<file path="config.mk">
export PLATFORM = sky130hd
export DESIGN_NAME = ps2_command_sender_flat
export DESIGN_NICKNAME = d
export VERILOG_FILES = /design/src/rtl/ps2_pkg.sv /design/src/rtl/ps2_command_sender_if.sv /design/src/rtl/ps2_input_sync.sv /design/src/rtl/ps2_command_sender.sv /design/src/flat_wrapper.sv
export SDC_FILE = /design/constraint.sdc
export NUM_CORES = 1
export LEC_CHECK = 0
export ABC_AREA = 1
export CAP_MARGIN = 20
export CORE_UTILIZATION = 30
export DETAILED_ROUTE_END_ITERATION = 10
export GPL_TIMING_DRIVEN = 0
export PLACE_DENSITY = 0.43
export SLEW_MARGIN = 0
export SYNTH_ARGS = -nofsm -noshare
export SYNTH_HDL_FRONTEND = slang
export SYNTH_HIERARCHICAL = 1
export SYNTH_SLANG_ARGS = --single-unit
</file>
<file path="constraint.sdc">
create_clock -name CLOCK_50 -period 2.85 [get_ports CLOCK_50]
set_input_delay 0.4275 -clock CLOCK_50 [delete_from_list [all_inputs] [get_ports CLOCK_50]]
set_output_delay 0.4275 -clock CLOCK_50 [all_outputs]
set_load 0.05 [all_outputs]
</file>
<file path="src/rtl/ps2_pkg.sv">
// ps2_pkg: shared PS/2 state encoding, command bytes and parity helper
package ps2_pkg;
    typedef enum logic [2:0] {IDLE, INHIBIT, REQUEST, TX, ACK, WAIT_IDLE} ps2_state_e;
    localparam logic [7:0] CMD_SET_LEDS = 8'hED;
    localparam logic [7:0] CMD_ENABLE   = 8'hF4;
    localparam logic [7:0] CMD_RESET    = 8'hFF;
    localparam logic [7:0] PS2_ACK      = 8'hFA;
    function automatic logic odd_parity(input logic [7:0] b);
        return ~^b;
    endfunction
endpackage

</file>
<file path="src/rtl/ps2_command_sender_if.sv">
// ps2_command_sender_if: application-side command request and status handshake
interface ps2_command_sender_if;
    logic [7:0] command_to_send;
    logic       send_command;
    logic       busy;
    logic       command_was_sent;
    logic       error_communication_timed_out;
    logic       error_no_ack;
    modport master (output command_to_send, send_command,
                    input busy, command_was_sent, error_communication_timed_out, error_no_ack);
    modport slave  (input command_to_send, send_command,
                    output busy, command_was_sent, error_communication_timed_out, error_no_ack);
endinterface

</file>
<file path="src/rtl/ps2_input_sync.sv">
// ps2_input_sync: 2-FF synchronizer for PS2_CLK/PS2_DAT plus clock falling-edge detect
module ps2_input_sync (
    input  logic clk,
    input  logic rst,
    input  logic ps2_clk_i,
    input  logic ps2_dat_i,
    output logic clk_o,
    output logic dat_o,
    output logic clk_fall_o
);
    logic [1:0] clk_q, dat_q;
    logic       prev_q;
    // Reset to the idle-high bus level so no false edge appears after reset
    always_ff @(posedge clk or posedge rst) begin
        if (rst) begin
            clk_q  <= 2'b11;
            dat_q  <= 2'b11;
            prev_q <= 1'b1;
        end else begin
            clk_q  <= {clk_q[0], ps2_clk_i};
            dat_q  <= {dat_q[0], ps2_dat_i};
            prev_q <= clk_q[1];
        end
    end
    assign clk_o      = clk_q[1];
    assign dat_o      = dat_q[1];
    assign clk_fall_o = prev_q & ~clk_q[1];
endmodule

</file>
<file path="src/rtl/ps2_command_sender.sv">
// ps2_command_sender: PS/2 host-to-device command transmitter with ACK check and timeouts
module ps2_command_sender
    import ps2_pkg::*;
#(
    parameter int INHIBIT_CYCLES       = 5000,
    parameter int REQUEST_CYCLES       = 50,
    parameter int START_TIMEOUT_CYCLES = 750000,
    parameter int FRAME_TIMEOUT_CYCLES = 100000
) (
    input  logic                 CLOCK_50,
    input  logic                 reset,
    ps2_command_sender_if.slave  cmd,
    input  logic                 ps2_clk_in,
    input  logic                 ps2_dat_in,
    output logic                 ps2_clk_oe,
    output logic                 ps2_dat_oe
);
    ps2_state_e  state_q, state_d;
    logic [19:0] cnt_q, cnt_d, frm_q, frm_d;
    logic [3:0]  bit_q, bit_d;
    logic [8:0]  data_q, data_d;
    logic        clk_oe_q, clk_oe_d, dat_oe_q, dat_oe_d;
    logic        done_q, done_d, tmo_q, tmo_d, nak_q, nak_d;
    logic        clk_s, dat_s, clk_fall, expired;

    ps2_input_sync u_sync (
        .clk        (CLOCK_50),
        .rst        (reset),
        .ps2_clk_i  (ps2_clk_in),
        .ps2_dat_i  (ps2_dat_in),
        .clk_o      (clk_s),
        .dat_o      (dat_s),
        .clk_fall_o (clk_fall)
    );

    // Start timer guards TX until the first edge; frame timer covers the rest
    assign expired = (state_q == TX && bit_q == 4'd0) ? cnt_q == 20'(START_TIMEOUT_CYCLES - 1)
                   : (state_q == TX || state_q == ACK || state_q == WAIT_IDLE) && frm_q == 20'(FRAME_TIMEOUT_CYCLES - 1);

    always_comb begin
        state_d  = state_q;
        cnt_d    = cnt_q + 20'd1;
        frm_d    = 20'd0;
        bit_d    = bit_q;
        data_d   = data_q;
        clk_oe_d = clk_oe_q;
        dat_oe_d = dat_oe_q;
        done_d   = 1'b0;
        tmo_d    = 1'b0;
        nak_d    = 1'b0;
        case (state_q)
            IDLE: begin
                bit_d    = 4'd0;
                clk_oe_d = 1'b0;
                dat_oe_d = 1'b0;
                if (cmd.send_command && !(done_q | tmo_q | nak_q)) begin
                    state_d  = INHIBIT;
                    data_d   = {odd_parity(cmd.command_to_send), cmd.command_to_send};
                    clk_oe_d = 1'b1;
                end
            end
            INHIBIT: if (cnt_q == 20'(INHIBIT_CYCLES - 1)) begin
                state_d  = REQUEST;
                dat_oe_d = 1'b1;
            end
            REQUEST: if (cnt_q == 20'(REQUEST_CYCLES - 1)) begin
                state_d  = TX;
                clk_oe_d = 1'b0;
            end
            TX: begin
                frm_d = bit_q == 4'd0 ? 20'd0 : frm_q + 20'd1;
                if (clk_fall) begin
                    bit_d    = bit_q + 4'd1;
                    dat_oe_d = bit_q < 4'd9 ? ~data_q[bit_q] : 1'b0;
                    state_d  = bit_q == 4'd9 ? ACK : TX;
                end
            end
            ACK: begin
                frm_d = frm_q + 20'd1;
                if (clk_fall) begin
                    bit_d   = bit_q + 4'd1;
                    state_d = dat_s ? IDLE : WAIT_IDLE;
                    nak_d   = dat_s;
                end
            end
            WAIT_IDLE: begin
                frm_d = frm_q + 20'd1;
                if (clk_s && dat_s) begin
                    state_d = IDLE;
                    done_d  = 1'b1;
                end
            end
            default: state_d = IDLE;
        endcase
        if (expired) begin
            state_d  = IDLE;
            clk_oe_d = 1'b0;
            dat_oe_d = 1'b0;
            tmo_d    = 1'b1;
            nak_d    = 1'b0;
            done_d   = 1'b0;
        end
        if (state_d != state_q) cnt_d = 20'd0;
    end

    always_ff @(posedge CLOCK_50 or posedge reset) begin
        if (reset) begin
            state_q  <= IDLE;
            cnt_q    <= 20'd0;
            frm_q    <= 20'd0;
            bit_q    <= 4'd0;
            data_q   <= 9'd0;
            clk_oe_q <= 1'b0;
            dat_oe_q <= 1'b0;
            done_q   <= 1'b0;
            tmo_q    <= 1'b0;
            nak_q    <= 1'b0;
        end else begin
            state_q  <= state_d;
            cnt_q    <= cnt_d;
            frm_q    <= frm_d;
            bit_q    <= bit_d;
            data_q   <= data_d;
            clk_oe_q <= clk_oe_d;
            dat_oe_q <= dat_oe_d;
            done_q   <= done_d;
            tmo_q    <= tmo_d;
            nak_q    <= nak_d;
        end
    end

    assign ps2_clk_oe                        = clk_oe_q;
    assign ps2_dat_oe                        = dat_oe_q;
    assign cmd.busy                          = state_q != IDLE;
    assign cmd.command_was_sent              = done_q;
    assign cmd.error_communication_timed_out = tmo_q;
    assign cmd.error_no_ack                  = nak_q;
endmodule
</file>
<file path="src/flat_wrapper.sv">
// flat-port wrapper written by rule: the top's interface ports become plain ports
module ps2_command_sender_flat import ps2_pkg::*;
#(
    parameter int INHIBIT_CYCLES       = 5000,
    parameter int REQUEST_CYCLES       = 50,
    parameter int START_TIMEOUT_CYCLES = 750000,
    parameter int FRAME_TIMEOUT_CYCLES = 100000
)
  (CLOCK_50, reset, ps2_clk_in, ps2_dat_in, ps2_clk_oe, ps2_dat_oe, cmd_command_to_send, cmd_send_command, cmd_busy, cmd_command_was_sent, cmd_error_communication_timed_out, cmd_error_no_ack);
  ps2_command_sender_if cmd_i ();
  input  logic CLOCK_50;
  input  logic reset;
  input  logic ps2_clk_in;
  input  logic ps2_dat_in;
  output logic ps2_clk_oe;
  output logic ps2_dat_oe;
  input wire logic [$bits(cmd_i.command_to_send)-1:0] cmd_command_to_send;
  input wire logic [$bits(cmd_i.send_command)-1:0] cmd_send_command;
  output wire logic [$bits(cmd_i.busy)-1:0] cmd_busy;
  output wire logic [$bits(cmd_i.command_was_sent)-1:0] cmd_command_was_sent;
  output wire logic [$bits(cmd_i.error_communication_timed_out)-1:0] cmd_error_communication_timed_out;
  output wire logic [$bits(cmd_i.error_no_ack)-1:0] cmd_error_no_ack;
  assign cmd_i.command_to_send = cmd_command_to_send;
  assign cmd_i.send_command = cmd_send_command;
  assign cmd_busy = cmd_i.busy;
  assign cmd_command_was_sent = cmd_i.command_was_sent;
  assign cmd_error_communication_timed_out = cmd_i.error_communication_timed_out;
  assign cmd_error_no_ack = cmd_i.error_no_ack;
  ps2_command_sender #(.INHIBIT_CYCLES(INHIBIT_CYCLES), .REQUEST_CYCLES(REQUEST_CYCLES), .START_TIMEOUT_CYCLES(START_TIMEOUT_CYCLES), .FRAME_TIMEOUT_CYCLES(FRAME_TIMEOUT_CYCLES)) u_core (.CLOCK_50(CLOCK_50), .reset(reset), .cmd(cmd_i), .ps2_clk_in(ps2_clk_in), .ps2_dat_in(ps2_dat_in), .ps2_clk_oe(ps2_clk_oe), .ps2_dat_oe(ps2_dat_oe));
endmodule
</file>
# Word level (Yosys, flattened, before mapping)
# Cells that the tools add are included.
# word_totals
regBits	66
latch_bits	0
ram_bits	0
rom_bits	0
inputBits	13
output_inout_bits	6
word_cells	92
n_memories	0
# op_classes
n_addsub	3
multipliers	0
div	0
n_lt_le_gt_ge	2
eq_ne	15
n_shift	0
n_mux	34
bitwise_logic	5
n_reduce_logical	20
# op_table
op	n
20-bit by 1-bit adder with 20-bit output, second input constant	2
20-bit two-way mux	2
20-bit one-hot mux with 2 select lines	1
3-bit two-way mux	9
20-bit by 13-bit == test with 1-bit output, second input constant	1
20-bit by 17-bit == test with 1-bit output, second input constant	1
20-bit == test, second input constant	1
20-bit by 6-bit == test with 1-bit output, second input constant	1
3-bit one-hot mux with 6 select lines	1
1-bit two-way mux	16
3-bit by 1-bit != test with 1-bit output, second input constant	3
4-bit one-hot mux with 2 select lines	1
8-bit XNOR reduction	1
3-bit by 2-bit == test with 1-bit output, second input constant	2
3-bit == test, second input constant	2
2-bit AND reduction	3
3-bit nonzero test	2
4-bit by 5-bit < comparator with 1-bit output, second input constant	1
4-bit by 1-bit adder with 4-bit output, second input constant	1
1-bit binary-select mux with 4-bit select	1
4-bit == test, second input constant	1
1-bit logical AND	4
4-bit logical NOT	1
4-bit < comparator, second input constant	1
other kinds (16)	20

# Longest topological paths before layout
# depth
depth_word	9
depth_mapped	14
depth_no_buf	13

# By module
# Netlist, hierarchy kept.
# by_module_without_submodules
mod	n_inst	cells_per_inst	area_per_inst_um2	seq_area_each_um2
ps2_command_sender	1	469	3706.1	1526.5
ps2_input_sync	1	8	145.1	131.4

# Worst setup path after synthesis
# OpenSTA, ideal clock, no wires.
# synth_path
path_kind	register to register
start	register u_core.bit_q[0]
end	register u_core.frm_q[7]
setup_ns	0.126
t_arrival_ns	1.772
required_time_ns	2.724
setup_slack_ns	0.952
stages_incl_launch_ff	10
path_buffers	2
synth_period_minus_slack_ns	1.898
cell_sequence	dfrtp_1 > clkbuf_1 > inv_1 > ha_1 > nand2_1 > a21oi_1 > inv_1 > buf_4 > o21ai_0 > a21oi_1
# synth_via
elab_chain_cells	3
# synth_rtl
element	line_no	text
start: declaration	ps2_command_sender.sv:20	logic [3:0] bit_q, bit_d;
start signal: assignment	ps2_command_sender.sv:122	bit_q <= bit_d;
4-bit logical NOT	ps2_command_sender.sv:71	frm_d = bit_q == 4'd0 ? 20'd0 : frm_q + 20'd1;
20-bit two-way mux	ps2_command_sender.sv:71	
20-bit one-hot mux with 2 select lines	ps2_command_sender.sv:51	case (state_q)
named net u_core.frm_d[7]	ps2_command_sender.sv:19	logic [19:0] cnt_q, cnt_d, frm_q, frm_d;
end signal: assignment	ps2_command_sender.sv:121	frm_q <= frm_d;
end: declaration	ps2_command_sender.sv:19	
# The timed path passes the listed nets, and every way through them passes these cells.
# A chain may end at the register's enable or synchronous reset.

# Worst setup path after layout
# layout_path
start	register u_core.state_q[1]
end	output port cmd_busy
# layout_via
elab_chain_cells	1
# layout_rtl
element	line_no	text
start: declaration	ps2_command_sender.sv:18	ps2_state_e state_q, state_d;
start signal: assignment	ps2_command_sender.sv:119	state_q <= state_d;
3-bit nonzero test	ps2_command_sender.sv:134	assign cmd.busy = state_q != IDLE;
end: declaration	flat_wrapper.sv:19	output wire logic [$bits(cmd_i.busy)-1:0] cmd_busy;
# No other way between the ends.

==> key figures <==
Run status
  • Status: finished clean

Power
  • Switching power: 0.7252 mW
  • Sw Share: 0.2790
  • Pint: 1.874 mW
  • Pleak: 1.928 nW
  • Power share of the clock group: 0.425
  • Seq pwr share: 0.421
  • VDD IR max: between 0.3 and 0.4 mV
  • Comb pwr share: 0.155
  • Power per cell area: 569.8 mW/mm^2

Floorplanning
  • Row count: 41
  • Initial Utilization: 0.3064
  • Chip width: ~120 um
  • Full die area: 0.01329 sq mm
  • # IOs: 19
  • Core region area: 0.01257 sq mm
  • Die Span Y: 115.3 um

STA
  • Worst Clk Skew: between 7 and 8 ps
  • Unrepaired setup endpoints after global routing: false
  • Pin slew with the least headroom to its limit: 823.1 ps
  • Min cycle time layout: approximately 2500 ps
  • Max-slew headroom: 0.4513
  • Slack of the critical path: about 320 ps
  • # setup viols final: 0
  • FMAX: between 300 and 400 MHz
  • Final period utilization: 0.8866
  • Slew Limit Fails: 0
  • Final Hold Vio Count: 0
  • Setup TNS: 0 ps

Detailed routing
  • Antenna Nets Post-Route: 0
  • Drt drc: 0
  • Starting DRC count in detailed routing: 129
  • Vias after detailed routing: between 3000 and 4000
  • Wirelength per Cell: 13.19 um
  • Pre-antenna DRT Iters: 4
  • Drt via density: 4.610
  • DRT Wirelength: approximately 9000 um

Yosys
  • Mapped Area: 0.003851 sq mm
  • Most frequent cell after synthesis: nand2_1
  • Register area share after synthesis: 0.4305
  • Syn Area/Cell: roughly 8.1 sq um
  • Area contributors post-synth: dfrtp_1 40%, nand2_1 7.7%, nor2_1 5.5%
  • Synth cell types: 36
  • Post-synth ARST share: 1.000
  • Synth Instances: between 400 and 500
  • Main synth FF type: dfrtp_1
  • Cell taking the most area after synthesis: dfrtp_1
  • Synthesis Warnings: 6
  • Synth top area share: 0.3964
  • Commonest cells in the synthesized netlist: 79 x nand2_1, 61 x dfrtp_1, 56 x nor2_1
  • Synth Register Bits: between 60 and 70
  • Synth Net Count: about 500
  • Number of synthesized flops with an enable pin: 0

Cells and area
  • Area occupied by multi-input gates: roughly 0.0019 sq mm
  • Antenna cells: 0
  • Layout Cells excl Fill: between 600 and 700
  • Seq. cell area: between 0.0015 and 0.002 sq mm
  • Nets: approximately 530
  • Layout cell share with drive strength beyond 1: 0.1758
  • Fillers: 1325
  • Area delta synth->final: 18.45%

Place
  • Gpl congestion: 0.8037
  • DP Wirelength: roughly 6800 um
  • Post-placement cell count: around 670
  • Pre-CTS setup slack: 301.4 ps
  • Number of I/O port buffers: 18

GRT
  • Grt ovf: 0
  • First-pass GRT wire length: 15880 um
  • Initial antenna violation count: 0
  • Largest net degree at the start of global routing: 36
  • Vias in the first global route: about 3200
  • GRT Util Overall: 0.1559

Clock tree
  • CTS tree: done
  • Post-CTS Setup Inserts: 0
  • Post-CTS Resized: 0
  • CTS Buf Count: 9
  • Clock transition at path regs: 60 ps
  • Root buf cell: clkbuf_16
  • Clock Path Buffers: 2
  • H-tree depth: 3
  • Num Clock Sinks: between 60 and 70
  • Clk_lat worst skew: 340 ps
  • Cts hold-fix bufs: 0

Critical path
  • Worst-path cell chain: inv_1 > nand2_1 > nor2_1 > inv_1 > clkdlybuf4s50_1
  • Critical path arrival: 2100 ps
  • Worst setup path class: reg2out
  • CP Buf/Inv Count: 3
  • Slowest cell on crit path: clkdlybuf4s50_1
  • Family with the most delay on the worst path: buffers and inverters
  • Worst Path Required: between 2000 and 2500 ps
  • Endpoint class of the critical path: output pin
  • CP startpoint kind: register
  • CP peak stage delay: around 840 ps
  • Most used cell, CP: inv_1
  • Crit Path Max Fanout: 6
  • R2r setup slk: approximately 350 ps

Flow run
  • Max Cap Viol: 0

Min path
  • Hold crit path type: reg2reg
-- sequential cells by signal (all words and copies together), names as in the netlist --
| signal | cells |
|---|---|
| u_core/frm_q | 20 |
| u_core/cnt_q | 20 |
| u_core/u_sync/dat_q | 2 |
| u_core/u_sync/clk_q | 2 |
| u_core/bit_q | 4 |
| u_core/cmd.error_communication_timed_out | 1 |
| u_core/data_q | 9 |
| u_core/cmd.command_was_sent | 1 |
| u_core/u_sync/prev_q | 1 |
| u_core/cmd.error_no_ack | 1 |
| u_core/ps2_dat_oe | 1 |
| u_core/ps2_clk_oe | 1 |
| u_core/state_q | 3 |
-- power by group through the flow --
| stage | Combinational (mW) | Sequential [mW] | Clock (mW) |
|---|---|---|---|
| 2_1_floorplan | 0.270 | 1.12 | 0 |
| 3_3_place_gp | 0.400 | 1.11 | 0 |
| 3_5_place_dp | 0.407 | 1.11 | 0 |
| 4_1_cts | 0.410 | 1.09 | 1.15 |
| 5_1_grt | 0.451 | 1.11 | 1.19 |
| 6_report | 0.402 | 1.09 | 1.10 |
-- metal layers --
metal	vias up	GRT usage	part of all wire
met2	40	0.2415	0.46
li1	1625	-	-
met5	-	0	0
met3	9	0.03848	0.030
met1	1479	0.2074	0.50
met4	0	0.06407	0.017
-- final cells by class --
class / instances / area share
Sequential cell: 66 / 0.3634
Clock buffer: 9 / 0.04937
Timing Repair Buffer: 19 / 0.04388
Buffer: 8 / 0.01179
Inverter: 60 / 0.04937
Clock inverter: 7 / 0.01536
Tap cell: 172 / 0.04717
Multi-Input combinational cell: 343 / 0.4196
-- final timing paths --
path	start	to	cells after the start
worst max register to register	u_core/bit_q[0]	u_core/frm_q[18]	9
max in group asynchronous	reset	u_core/cnt_q[6]	3
worst max-delay path	u_core/state_q[1]	cmd_busy	5
worst min-delay path	u_core/u_sync/dat_q[0]	u_core/u_sync/dat_q[1]	0
min in group asynchronous	reset	u_core/bit_q[2]	2
worst min register to register	u_core/u_sync/dat_q[0]	u_core/u_sync/dat_q[1]	0
-- cell usage in the layout, fill, tap and decap left out, types with 2 or more instances in the layout --
master,instances
nor3_1,17
a21oi_1,18
xnor2_1,10
o21ai_0,22
clkbuf_16,9
a31oi_1,4
clkinvlp_4,4
nand3_1,31
xor2_1,12
clkdlybuf4s50_1,18
dfstp_2,5
and3_1,2
nand2_1,79
dfrtp_1,61
nand3_2,7
inv_2,6
buf_6,2
clkinv_2,2
nand4_1,16
ha_1,7
nand2_2,7
nor2_2,25
inv_1,53
mux2_2,8
buf_2,4
nor3_4,2
nor2_1,56
nor3_2,2
nor4_1,8
nor2_4,2
o211ai_1,2
-- metrics by stage --
step                power, mW  hold WS, ps    util  area [sq um]
finish                  2.599        355.0  0.3630          4562
global route            2.747        359.9  0.3630          4562
CTS                     2.650        356.1  0.3630          4562
detailed placement      1.515        347.2  0.3395          4267
global placement        1.510        346.2  0.3379          4247
floorplan               1.395        345.2       -          3851
-- logic make-up (layout without fill, tap and decap cells) --
kind of cell,Yosys count,in the layout,synth area share
mux,8,8,0.02339
xor+xnor,22,22,0.05003
buf+inv,68,103,0.07245
fa+ha+maj,7,7,0.02274
flops,66,66,0.4305
compound gates,50,50,0.07018
simple gates,256,256,0.3307
Power figures use the tool's default switching activity.
